$ cat src/rtl/disp_scan_ctrl.sv
// Two-digit 7-segment scan controller: mux select, anodes with a blanking gap per slot,
// optional speed-digit blink and a once-per-frame tick. All outputs registered from next state.
module disp_scan_ctrl #(
    parameter int SCAN_DIV      = 50000,
    parameter int BLANK_CYC     = 500,
    parameter int BLINK_DIV     = 25,
    parameter int AN_ACTIVE_LOW = 1
) (
    input  logic       clk,
    input  logic       reset,
    input  logic       en,
    input  logic       blink_spd,
    output logic       sel,
    output logic [1:0] an,
    output logic       frame_tick
);

    localparam int SW = $clog2(SCAN_DIV);
    localparam int BW = (BLINK_DIV > 1) ? $clog2(BLINK_DIV) : 1;

    localparam logic [SW-1:0] SLOT_LAST  = SW'(SCAN_DIV - 1);
    localparam logic [SW-1:0] BLANK_LAST = SW'(BLANK_CYC - 1);
    localparam logic [BW-1:0] BLINK_LAST = BW'(BLINK_DIV - 1);

    localparam logic [1:0] AN_OFF = (AN_ACTIVE_LOW != 0) ? 2'b11 : 2'b00;
    localparam logic [1:0] AN_ACT = (AN_ACTIVE_LOW != 0) ? 2'b10 : 2'b01;
    localparam logic [1:0] AN_SPD = (AN_ACTIVE_LOW != 0) ? 2'b01 : 2'b10;

    localparam logic [2:0] ST_IDLE    = 3'd0;
    localparam logic [2:0] ST_BLANK_A = 3'd1;
    localparam logic [2:0] ST_SHOW_A  = 3'd2;
    localparam logic [2:0] ST_BLANK_S = 3'd3;
    localparam logic [2:0] ST_SHOW_S  = 3'd4;

    logic [2:0]    state_q, state_d;
    logic [SW-1:0] slot_q, slot_d;
    logic [BW-1:0] blink_cnt_q, blink_cnt_d;
    logic          blink_phase_q, blink_phase_d;
    logic          frame_end;
    logic          sel_q, sel_d;
    logic [1:0]    an_q, an_d;
    logic          frame_tick_q, frame_tick_d;

    always_comb begin
        state_d       = state_q;
        slot_d        = slot_q;
        blink_cnt_d   = blink_cnt_q;
        blink_phase_d = blink_phase_q;
        frame_end     = 1'b0;
        if (!en) begin
            state_d       = ST_IDLE;
            slot_d        = '0;
            blink_cnt_d   = '0;
            blink_phase_d = 1'b0;
        end else begin
            slot_d = slot_q + SW'(1);
            case (state_q)
                ST_IDLE: begin
                    state_d = ST_BLANK_A;
                    slot_d  = '0;
                end
                ST_BLANK_A: if (slot_q == BLANK_LAST) state_d = ST_SHOW_A;
                ST_SHOW_A: begin
                    if (slot_q == SLOT_LAST) begin
                        state_d = ST_BLANK_S;
                        slot_d  = '0;
                    end
                end
                ST_BLANK_S: if (slot_q == BLANK_LAST) state_d = ST_SHOW_S;
                ST_SHOW_S: begin
                    if (slot_q == SLOT_LAST) begin
                        state_d   = ST_BLANK_A;
                        slot_d    = '0;
                        frame_end = 1'b1;
                    end
                end
                default: begin
                    state_d = ST_IDLE;
                    slot_d  = '0;
                end
            endcase
            // Blink state only advances while blinking is requested, so it restarts visible.
            if (!blink_spd) begin
                blink_cnt_d   = '0;
                blink_phase_d = 1'b0;
            end else if (frame_end) begin
                if (blink_cnt_q == BLINK_LAST) begin
                    blink_cnt_d   = '0;
                    blink_phase_d = ~blink_phase_q;
                end else begin
                    blink_cnt_d = blink_cnt_q + BW'(1);
                end
            end
        end
    end

    always_comb begin
        sel_d        = 1'b0;
        an_d         = AN_OFF;
        frame_tick_d = 1'b0;
        case (state_d)
            ST_SHOW_A: an_d = AN_ACT;
            ST_BLANK_S: sel_d = 1'b1;
            ST_SHOW_S: begin
                sel_d        = 1'b1;
                an_d         = blink_phase_d ? AN_OFF : AN_SPD;
                frame_tick_d = (slot_d == SLOT_LAST);
            end
            default: ;
        endcase
    end

    always_ff @(posedge clk or posedge reset) begin
        if (reset) begin
            state_q       <= ST_IDLE;
            slot_q        <= '0;
            blink_cnt_q   <= '0;
            blink_phase_q <= 1'b0;
            sel_q         <= 1'b0;
            an_q          <= AN_OFF;
            frame_tick_q  <= 1'b0;
        end else begin
            state_q       <= state_d;
            slot_q        <= slot_d;
            blink_cnt_q   <= blink_cnt_d;
            blink_phase_q <= blink_phase_d;
            sel_q         <= sel_d;
            an_q          <= an_d;
            frame_tick_q  <= frame_tick_d;
        end
    end

    assign sel        = sel_q;
    assign an         = an_q;
    assign frame_tick = frame_tick_q;

endmodule
$ cat config.mk
export PLATFORM = sky130hd
export DESIGN_NAME = disp_scan_ctrl
export DESIGN_NICKNAME = d
export VERILOG_FILES = /design/src/rtl/disp_scan_ctrl.sv
export SDC_FILE = /design/constraint.sdc
export NUM_CORES = 1
export LEC_CHECK = 0
export CAP_MARGIN = 20
export CORE_MARGIN = 1
export CORE_UTILIZATION = 45
export CTS_CLUSTER_SIZE = 28
export DETAILED_ROUTE_END_ITERATION = 16
export SLEW_MARGIN = 15
export SYNTH_ARGS = -nofsm -noshare
export SYNTH_HDL_FRONTEND = slang
export SYNTH_SLANG_ARGS = --single-unit
$ cat constraint.sdc
create_clock -name clk -period 5.3 [get_ports clk]
set_input_delay 1.06 -clock clk [delete_from_list [all_inputs] [get_ports clk]]
set_output_delay 1.06 -clock clk [all_outputs]
set_load 0.1 [all_outputs]
Word level (Yosys, flattened, before mapping)
Cells that the tools add are included.
{"block": "totals", "out_inout_bits": 4, "wordCells": 50, "input_bits": 4, "reg_bits": 29}
{"block": "op_classes", "mux": 24, "n_bitwise": 1, "eq_ne": 12, "addsub": 2, "reduce_logical": 4}
{"op": "16-bit equality test, second input constant", "n": 2}
{"op": "16-bit two-way mux", "n": 2}
{"op": "16-bit one-hot mux with 2 select lines", "n": 1}
{"op": "5-bit two-way mux", "n": 4}
{"op": "16-bit by 1-bit adder with 16-bit output, second input constant", "n": 1}
{"op": "16-bit by 9-bit equality test with 1-bit output, second input constant", "n": 1}
{"op": "3-bit two-way mux", "n": 5}
{"op": "3-bit one-hot mux with 5 select lines", "n": 1}
{"op": "3-bit by 2-bit equality test with 1-bit output, second input constant", "n": 4}
{"op": "1-bit two-way mux", "n": 9}
{"op": "3-bit equality test, second input constant", "n": 2}
{"op": "2-bit OR reduction", "n": 3}
{"op": "5-bit by 1-bit adder with 5-bit output, second input constant", "n": 1}
{"op": "5-bit equality test, second input constant", "n": 1}
{"op": "2-bit one-hot mux with 2 select lines", "n": 1}
{"op": "3-bit by 1-bit equality test with 1-bit output, second input constant", "n": 1}
{"op": "3-bit logical NOT", "n": 1}
{"op": "3-bit by 2-bit inequality test with 1-bit output, second input constant", "n": 1}
{"op": "2-bit two-way mux", "n": 1}
{"op": "1-bit inverter", "n": 1}

Depth between registers and ports, before layout
Gate-level depths: netlist of the first run.
{"block": "depth", "ltp_word": 9, "ltp_mapped": 8, "depth_no_buf": 7}

Least setup slack after synthesis of the first run
OpenSTA, ideal clock, no wires.
{"block": "synth_timing", "path_kind": "reg-to-reg", "startpoint": "register slot_q[11]", "endpoint": "register slot_q[9]", "path_buffers": 2, "stages_incl_launch_ff": 8, "synth_period_minus_slack_ns": 2.110, "t_arrival_ns": 1.990, "t_required_ns": 5.179, "setup_time_ns": 0.121, "setup_slack_ns": 3.190, "cell_sequence": "dfrtp_1 -> or4_4 -> or4_4 -> o21ai_0 -> a21bo_2 -> buf_6 -> buf_6 -> nor2_1"}
{"block": "synth_via", "elab_chain_cells": 4}
{"element": "start: declaration", "line": "36", "rtl": "logic [SW-1:0] slot_q, slot_d;"}
{"element": "start signal: assignment", "line": "124", "rtl": "slot_q <= slot_d;"}
{"element": "16-bit equality test", "line": "64, 71"}
{"element": "16-bit two-way mux", "line": "64, 71"}
{"element": "16-bit one-hot mux with 2 select lines", "line": "57", "rtl": "case (state_q)"}
{"element": "16-bit two-way mux", "line": "50", "rtl": "if (!en) begin"}
{"element": "named net slot_d[9]", "line": "36"}
The timed path passes the listed nets, and every way through them passes these cells.
A chain may end at the register's enable or synchronous reset.

Worst setup path in the final report of the first run
{"block": "layout_timing", "startpoint": "register an_q[0], in the netlist an[0]", "endpoint": "output port an[0]"}
{"element": "start: declaration", "line": "41", "rtl": "logic [1:0] an_q, an_d;"}
{"element": "start signal: assignment", "line": "128", "rtl": "an_q <= an_d;"}
{"element": "end: declaration", "line": "14", "rtl": "output logic [1:0] an,"}
No word-level cell between the ends.

==> impl_summary.log, run 1 <==
INFO  metric reg2reg_slack = around 2.9 ns
INFO  metric max_clock_freq = approximately 0.34 GHz
INFO  metric initial_core_util = about half
INFO  metric setup.worst_path.class = flop to output pin
INFO  metric 1st_pass_router_iterations = 4
INFO  metric detailedRoute.firstIterationViolations = 96
INFO  metric crit_fanout = 1
INFO  metric slowest_stage = clkdlybuf4s50_1
INFO  metric postLayoutCoreUtil = 53.57%
INFO  metric clock_tree_from_tritoncts = yes
INFO  metric floorplan.io_pins = 8
INFO  metric route.detailed.drc = 0
INFO  metric drive_above_1_share = 10.16%
INFO  metric antenna_found_initial = 0
INFO  metric path_clk_slew = 0.06 ns
INFO  metric rr_endpoint = frame_tick
INFO  metric ys_seq_area_share = 42.79%
INFO  metric finalClockSkew = 0.005465 ns
INFO  metric instances_no_fill = 233
INFO  metric cp.arrival = roughly 1.9 ns
INFO  metric grt_setup_unrepaired = false
INFO  metric track_usage = 18.64%
INFO  metric htreeDepth = 2
INFO  metric postSynthAreaPerCell = 9.401 sq um
INFO  metric use_met2 = 26.06%
INFO  metric clock_tree.buffer_depth = 2
INFO  metric grt-busiest-layer = met2
INFO  metric numPlacedInstances = approximately 230
INFO  metric die_width = 63.50 microns
INFO  metric relSlewSlack = 35.72%
INFO  metric first_pass_grt_wire_length = 5.754 mm
INFO  metric tritoncts.num_buffers = 5
INFO  metric worst_ep_required_time = ~4.2 ns
INFO  metric mappedNetlistArea = ~1700 sq um
INFO  metric min_period_over_period = 56.04%
INFO  metric insertedDiodeCount = 0
INFO  metric critical_path.max_stage_delay = approximately 1.1 ns
INFO  metric ys_top_cells_by_count = dfrtp_1, nor2_1, nand2_1, nand3_1, xnor2_1
INFO  metric ys_top_cells_by_area = dfrtp_1, nor2_1, xnor2_1
INFO  metric clk_latency = 0.28 ns
INFO  metric postCtsHoldBufs = 0
INFO  metric met1_usage = 25.86%
INFO  metric setup_violations_final = 0
INFO  metric cts.repair.resized = 0
INFO  metric final_nets = 193
INFO  metric postCtsSetupRepairBufs = 0
INFO  metric path_cells = clkdlybuf4s50_1
INFO  metric postLayoutCellArea = 1858 sq um
INFO  metric power.ir.vdd_worst = roughly 0.15 mV
INFO  metric clock_sinks = 29
INFO  metric max-cap-violations = 0
INFO  metric report.final.slew_viol_count = 0
INFO  metric post-synth-top-area-fraction = 39.71%
INFO  metric power-per-cell-area = around 220 nW/um^2
INFO  metric ys_dominant_reg_cell = dfrtp_1
INFO  metric max_slew.worst_pin.slew = 0.9611 ns
INFO  metric clockRootBuffer = clkbuf_8
INFO  metric p_leak = roughly 0.72 nW
INFO  metric setup.worst_path.end = an[0]
INFO  metric synth_enable_flop_cells = 0
INFO  metric timing.hold.worst.class = flop to flop
INFO  metric yosys_register_bits = 29
INFO  metric die-height = 63.50 microns
INFO  metric period_minus_slack = a little under 3 ns
INFO  metric top_cell_type_by_total_area_after_synthesis = dfrtp_1
INFO  metric timing.critical_path.from_type = flop
INFO  metric worst_r2r_path_depth = 6
INFO  metric routabilityCongestion = approximately 0.8
INFO  metric critical-path-top-delay-family = buffers and inverters
INFO  metric fp-row-count = 21
INFO  metric wl_per_cell = between 10 and 15 microns
INFO  metric coreArea = 3468 sq um
INFO  metric synth-async-reset-ratio = 100.0%
INFO  metric cp_num_buf_inv = 1
INFO  metric layout-area-overhead-vs-synth = 9.191%
INFO  metric timing.rr.start = slot_q[0]
INFO  metric post_dp_cell_area = 1778 sq um
INFO  metric buffer_ports.inserted = 7
INFO  metric yosys_warnings = 0
INFO  metric cp.depth = 1
INFO  metric synth.lib_cells_used.distinct = 44
INFO  metric setup_tns_after_final_layout = 0 ns
INFO  metric first_global_vias = 1206
INFO  metric globalRoute.totalOverflow = 0
INFO  metric met3_usage = roughly 6.0%
INFO  metric dr_total_vias = 1276
INFO  metric critPathLaunch = an[0]
INFO  metric synth.net_count = 188
INFO  metric route.antenna.remaining_nets = 0
INFO  metric maximum_number_of_pins_on_one_net_before_global_route_repair = 30
INFO  metric dp_hpwl = 2.237 mm
INFO  metric end_kind = output pin
INFO  metric outcome = finished clean
INFO  metric power = 0.0004121 W
INFO  metric total_routed_length = roughly 3.2 mm
INFO  metric fp.dieArea = 4032 sq um
INFO  metric timing_hold_violations_final = 0
INFO  metric synth_cells = 181
INFO  metric avgViaCountPerCell = 5.476
-- layer usage --
metal  share of wire (%)  wire, microns
met1                  52           1674
met2                  43           1409
met3                 3.4            112
met4                 1.6             52
met5                   0              0
-- cell usage in the layout (no fill, tap or decap), types with 3 or more instances in the layout --
cell type and n:
clkbuf_8 5, o21ai_0 3, inv_1 8, nor3_1 6
nand4_1 3, ha_1 3, nor2_1 27, nand2_1 12
nor4_1 7, a21oi_1 3, nor3b_1 4, nand3_1 11
nor2b_1 4, a31oi_1 3, xor2_1 8, o21a_1 3
clkbuf_1 3, xnor2_1 10, clkdlybuf4s50_1 7, dfrtp_1 27
-- registers in the layout, summed over array words and instances, names as in the netlist --
register / count
an: 2
blink_cnt_q: 5
blink_phase_q: 1
frame_tick: 1
sel: 1
slot_q: 16
state_q: 3
-- how the worst min path moves through the flow --
stage	startpoint	to	slack, ns	depth (start not counted)
final	state_q[2]	state_q[1]	0.53	1
after global routing	blink_phase_q	blink_phase_q	0.56	2
after CTS	state_q[2]	state_q[1]	0.53	1
after detailed placement	state_q[2]	state_q[1]	0.51	1
after global placement	state_q[2]	state_q[1]	0.51	1
after floorplan	state_q[2]	state_q[1]	0.48	1
-- where the power goes --
group,internal (W),switching (W)
sequential,0.000223,0.00000200
clock,0.0000930,0.0000779
combinational,0.00000580,0.0000105
-- cells by family after synthesis --
kind of cell    after synthesis  synth area share (%)
buf+inv                      18                 5.220
mux                           2                 1.177
xor+xnor                     18                 9.265
fa+ha+maj                     4                 2.868
simple gates                 90                 30.22
flops                        29                 42.79
compound gates               20                 8.456
-- through the flow --
| stage | hold slack [ns] | worst slack [ns] |
|---|---|---|
| after global placement | 0.5116 | 2.627 |
| after CTS | 0.5284 | 2.313 |
| after floorplan | 0.4786 | 3.190 |
| after global routing | 0.5627 | 2.303 |
| after detailed placement | 0.5105 | 2.624 |
| final | 0.5251 | 2.330 |
-- area by class of cell --
class                           count  area [sq um]
Clock buffer                        8         80.08
Fill cell                         293          1610
Sequential cell                    29         728.2
Inverter                            8         30.03
Tap cell                           46         57.56
Multi-Input combinational cell    134         884.6
Timing Repair Buffer                8         77.57
(Power assumes the default switching activity.)
==> run 2: changes to the inputs <==
==> constraint.sdc (replaced) <==
create_clock -name clk -period 2.55 [get_ports clk]
set_input_delay 0.51 -clock clk [delete_from_list [all_inputs] [get_ports clk]]
set_output_delay 0.51 -clock clk [all_outputs]
set_load 0.1 [all_outputs]
==> run 2 against run 1 <==
Effect of this change:
- flip-flop and latch count unchanged
- global-route usage increased by 1.2 points
- cell area increased by 1.3%
- clock power is 110% higher
==> impl_summary.log, run 2 (same netlist as run 1, synthesis figures left out) <==
INFO  metric outcome = finished clean
INFO  metric die-height = 63.50 microns
INFO  metric most_frequent_cells_in_the_layout = nor2_1, dfrtp_1, nand2_1
INFO  metric relSlewSlack = 73.52%
INFO  metric tritoncts.num_buffers = 5
INFO  metric power-per-cell-area = 459.3 nW/um^2
INFO  metric final_nets = about 200
INFO  metric detailedRoute.firstIterationViolations = about 70
INFO  metric power = 0.0008650 W
INFO  metric insertedDiodeCount = 0
INFO  metric reg.largest.list = slot_q: 16 flops, blink_cnt_q: 5 flops, state_q: 3 flops
INFO  metric clock_sinks = 29
INFO  metric maximum_number_of_pins_on_one_net_before_global_route_repair = 30
INFO  metric timing_hold_violations_final = 0
INFO  metric worstHoldPathCells = 1
INFO  metric layout_setup_ws = 0.2134 ns
INFO  metric finalClockSkew = 0.004884 ns
INFO  metric fp.dieArea = 4032 sq um
INFO  metric htreeDepth = 2
INFO  metric die_width = 63.50 microns
INFO  metric total_routed_length = 3.427 mm
INFO  metric wl_per_cell = ~15 microns
INFO  metric end_kind = flop
INFO  metric buffer_ports.inserted = 7
INFO  metric clock_tree_from_tritoncts = yes
INFO  metric route.detailed.drc = 0
INFO  metric post_dp_cell_area = 1790 sq um
INFO  metric dr_total_vias = 1299
INFO  metric avgViaCountPerCell = 5.504
INFO  metric max-cap-violations = 0
INFO  metric routabilityCongestion = 0.8564
INFO  metric timing.critical_path.from_type = flop
INFO  metric first_pass_grt_wire_length = ~6 mm
INFO  metric crit_fanout = 6
INFO  metric postLayoutCellArea = 1883 sq um
INFO  metric setup.worst_path.class = flop to flop
INFO  metric cp.arrival = roughly 2.5 ns
INFO  metric drive_above_1_share = ~15%
INFO  metric first_global_vias = 1344
INFO  metric route.antenna.remaining_nets = 0
INFO  metric fp-row-count = 21
INFO  metric postCtsHoldBufs = 0
INFO  metric antenna_found_initial = 0
INFO  metric period_minus_slack = around 2.3 ns
INFO  metric max_slew.worst_pin.slew = 0.3939 ns
INFO  metric clockRootBuffer = clkbuf_8
INFO  metric coreArea = 3468 sq um
INFO  metric worst_ep_required_time = 2.71 ns
INFO  metric max_clock_freq = 0.4280 GHz
INFO  metric worst_r2r_path_depth = 6
INFO  metric layout-area-overhead-vs-synth = 10.66%
INFO  metric min_period_over_period = 91.63%
INFO  metric timing.hold.worst.class = flop to flop
INFO  metric pre_cts_slack = 0.2164 ns
INFO  metric track_usage = a little under 20%
INFO  metric globalRoute.totalOverflow = 0
INFO  metric path_clk_slew = 0.06 ns
INFO  metric clock_tree.buffer_depth = 2
INFO  metric floorplan.io_pins = 8
INFO  metric grt_setup_unrepaired = false
INFO  metric report.final.slew_viol_count = 0
INFO  metric dp_hpwl = around 2.4 mm
INFO  metric p_leak = 0.7409 nW
INFO  metric initial_core_util = 49.06%
INFO  metric clk_latency = 0.28 ns
INFO  metric top_register = slot_q
INFO  metric 1st_pass_router_iterations = 4
INFO  metric setup_tns_after_final_layout = 0 ns
INFO  metric setup_violations_final = 0
INFO  metric largest_register_ff_count = 16
INFO  metric power.ir.vdd_worst = 0.2850 mV
## run 2: final cells by class
| cell class | instances | area, sq um |
|---|---|---|
| Clock buffer | 8 | 80.08 |
| Sequential cell | 29 | 728.2 |
| Timing Repair Buffer | 11 | 90.09 |
| Inverter | 8 | 30.03 |
| Tap cell | 46 | 57.56 |
| Fill cell | 327 | 1585 |
| Multi-Input combinational cell | 134 | 897.1 |
## run 2: final timing paths
check                            from    endpoint  slack [ns]
max                         slot_q[0]  frame_tick        0.21
min                        state_q[2]  state_q[1]        0.54
max reg2reg                 slot_q[0]  frame_tick        0.21
min reg2reg                state_q[2]  state_q[1]        0.54
max in group asynchronous       reset       an[0]        1.63
min in group asynchronous       reset   slot_q[8]        0.60
## run 2: routing by layer
metal	GRT usage, %	vias up	wire (microns)
met5	0	-	0
met4	9.091	0	83
met3	5.616	8	131
met2	30.19	23	1564
met1	25.80	619	1647
li1	-	649	-
## run 2: repair_timing
action / CTS / global route
endpoints found under the setup margin: 0 / 1
setup buffers: 0 / 0
resized for setup: 0 / 2
## run 2: report_power, final
part | switching [W] | internal [W] | leakage [nW]
sequential | 0.00000406 | 0.000463 | 0.396
combinational | 0.0000224 | 0.0000121 | 0.305
clock | 0.000170 | 0.000193 | 0.0395
## run 2: metrics by stage
step / util (%) / hold WS (ns) / cells
2_1_floorplan: - / 0.4786 / 181
3_3_place_gp: 51.62 / 0.5110 / 228
3_5_place_dp: 51.62 / 0.5287 / 228
4_1_cts: 53.93 / 0.5421 / 236
5_1_grt: 54.29 / 0.5870 / 236
6_report: 54.29 / 0.5364 / 236
## run 2: worst max-delay path, stage by stage (launching register included)
cell and delay [ns]:
dfrtp_1 0.43, ha_1 0.31, nand3_1 0.24, nor3_1 0.28, xnor2_1 0.18, or4b_1 0.45
nor4_1 0.33
==> run 3: changes to the inputs <==
--- a/config.mk
+++ b/config.mk
@@ -10,6 +10,7 @@
 export CORE_UTILIZATION = 45
 export CTS_CLUSTER_SIZE = 28
 export DETAILED_ROUTE_END_ITERATION = 16
+export GPL_ROUTABILITY_DRIVEN = 0
 export SLEW_MARGIN = 15
 export SYNTH_ARGS = -nofsm -noshare
 export SYNTH_HDL_FRONTEND = slang
==> run 3 against run 2 <==
Effect of this change:
- hold slack lost 0.0063 ns
- clock skew grew 0.00061 ns
- register-to-register slack lost 0.04 ns
- highest routed layer unchanged
==> impl_summary.log, run 3 (same netlist as run 1, synthesis figures left out) <==
INFO  metric outcome = finished clean
INFO  metric die_width = 63.50 microns
INFO  metric clock_tree.buffer_depth = 2
INFO  metric buffer_ports.inserted = 7
INFO  metric antenna_found_initial = 0
INFO  metric min_period_over_period = approximately 93%
INFO  metric wl_per_cell = 13.93 microns
INFO  metric crit_fanout = 6
INFO  metric largest_register_ff_count = 16
INFO  metric setup_violations_final = 0
INFO  metric period_minus_slack = 2.376 ns
INFO  metric first_pass_grt_wire_length = 5.678 mm
INFO  metric grt_setup_unrepaired = false
INFO  metric cp.arrival = 2.54 ns
INFO  metric track_usage = 18.21%
INFO  metric multi_input_comb_area = 902.1 sq um
INFO  metric power = 0.0008575 W
INFO  metric slowest_stage = nor4bb_2
INFO  metric timing_hold_violations_final = 0
INFO  metric avgViaCountPerCell = 5.464
INFO  metric floorplan.io_pins = 8
INFO  metric cp.depth = 6
INFO  metric initial_core_util = 49.06%
INFO  metric critical_path.max_stage_delay = 0.46 ns
INFO  metric die-height = between 60 and 70 microns
INFO  metric htreeDepth = 2
INFO  metric timing.critical_path.from_type = flop
INFO  metric first_global_vias = around 1200
INFO  metric detailedRoute.firstIterationViolations = 99
INFO  metric max_slew.worst_pin.slew = ~0.42 ns
INFO  metric max-cap-violations = 0
INFO  metric setup.worst_path.class = flop to flop
INFO  metric globalRoute.totalOverflow = 0
INFO  metric tritoncts.num_buffers = 5
INFO  metric worst_r2r_path_depth = 6
INFO  metric clock_tree_from_tritoncts = yes
INFO  metric power-per-cell-area = 456.0 nW/um^2
INFO  metric route.antenna.remaining_nets = 0
INFO  metric postLayoutCoreUtil = between 50% and 60%
INFO  metric report.final.slew_viol_count = 0
INFO  metric coreArea = roughly 3500 sq um
INFO  metric rr_endpoint = frame_tick
INFO  metric total_routed_length = 3.273 mm
INFO  metric most_frequent_cells_in_the_layout = nor2_1, dfrtp_1, nand2_1
INFO  metric ff_latch_area = around 730 sq um
INFO  metric relSlewSlack = 71.68%
INFO  metric 1st_pass_router_iterations = 4
INFO  metric top_register = slot_q
INFO  metric dp_hpwl = 2.322 mm
INFO  metric layout-area-overhead-vs-synth = 10.51%
INFO  metric p_leak = 0.7367 nW
INFO  metric hold_slack = around 0.53 ns
INFO  metric cp_num_buf_inv = 0
INFO  metric reg2reg_slack = 0.17 ns
INFO  metric maximum_number_of_pins_on_one_net_before_global_route_repair = 30
INFO  metric clk_latency = approximately 0.28 ns
INFO  metric dr_total_vias = 1284
INFO  metric fp.dieArea = between 4000 and 5000 sq um
INFO  metric max_clock_freq = roughly 0.42 GHz
INFO  metric path_cells = ha_1 -> nor4bb_2 -> nand4bb_1 -> o22ai_1 -> o2111ai_1 -> nor4_1
INFO  metric finalClockSkew = 0.005490 ns
INFO  metric final_nets = roughly 200
INFO  metric setup.worst_path.end = frame_tick
INFO  metric route.detailed.drc = 0
INFO  metric drive_above_1_share = ~15%
INFO  metric insertedDiodeCount = 0
INFO  metric timing.hold.worst.class = flop to flop
INFO  metric path_clk_slew = 0.06 ns
INFO  metric timing.rr.start = slot_q[0]
INFO  metric min_from = blink_phase_q
INFO  metric clock_sinks = 29
INFO  metric reg.largest.list = slot_q: 16 flops, blink_cnt_q: 5 flops, state_q: 3 flops
INFO  metric power.ir.vdd_worst = about 0.25 mV
INFO  metric n_fill_cell = 320
INFO  metric critical-path-top-delay-family = simple AND/OR/NAND/NOR gates
INFO  metric clockRootBuffer = clkbuf_8
INFO  metric setup_tns_after_final_layout = 0 ns
INFO  metric end_kind = flop
INFO  metric worst_ep_required_time = 2.71 ns
INFO  metric critPathLaunch = slot_q[0]
INFO  metric fp-row-count = 21
-- run 3: cell count changes in the layout (fill, tap and decap cells not counted) --
cell	change
buf_4	-1
nand3_1	-1
nand3_2	+1
-- run 3: how the worst min path moves through the flow --
stage	slack (ns)	cells past startpoint	endpoint
finish	0.53	2	blink_phase_q
global route	0.57	1	state_q[1]
CTS	0.53	1	state_q[1]
detailed placement	0.51	2	blink_phase_q
global placement	0.51	1	state_q[1]
floorplan	0.48	1	state_q[1]
-- run 3: metrics by stage --
step                cell area [sq um]  setup WS, ns  cells
floorplan                        1702        0.4396    181
finish                           1881        0.1738    235
detailed placement               1783        0.1175    227
global route                     1881       0.01237    235
global placement                 1783        0.2214    227
CTS                              1863       0.09863    235
-- run 3: per-layer routing --
layer  GRT usage (%)  vias up  share of wire [%]
met5               0        -                  0
met4           6.818        0                1.2
met3           4.891        4                3.3
met2           28.46       19                 44
met1           23.89      612                 52
li1                -      649                  -
-- run 3: layout make-up --
type                       instances  share of cell area [%]
multi-input combinational        134                   47.97
sequential                        29                   38.72
timing repair buffer              10                   4.391
clock buffer                       8                   4.258
tap                               46                   3.061
inverter                           8                   1.597
-- run 3: report_power, final --
part	switching (W)	leakage (nW)	total (W)	internal, W
Clock	0.000163	0.0395	0.000356	0.000193
Sequential	0.00000414	0.396	0.000467	0.000463
Combinational	0.0000217	0.301	0.0000338	0.0000121
Total	0.000189	0.737	0.000857	0.000669
-- run 3: worst reg2reg max path, stage by stage (launching register included) --
cell       delay [ns]
dfrtp_1          0.42
ha_1             0.31
nor4bb_2         0.46
nand4bb_1        0.24
o22ai_1          0.34
o2111ai_1        0.21
nor4_1           0.26
-- run 3: repair_timing --
action | 4_1_cts | 5_1_grt
setup endpoints to repair | 0 | 1
hold buffers | 0 | 0
setup buffers | 0 | 0
gates resized for setup | 0 | 3
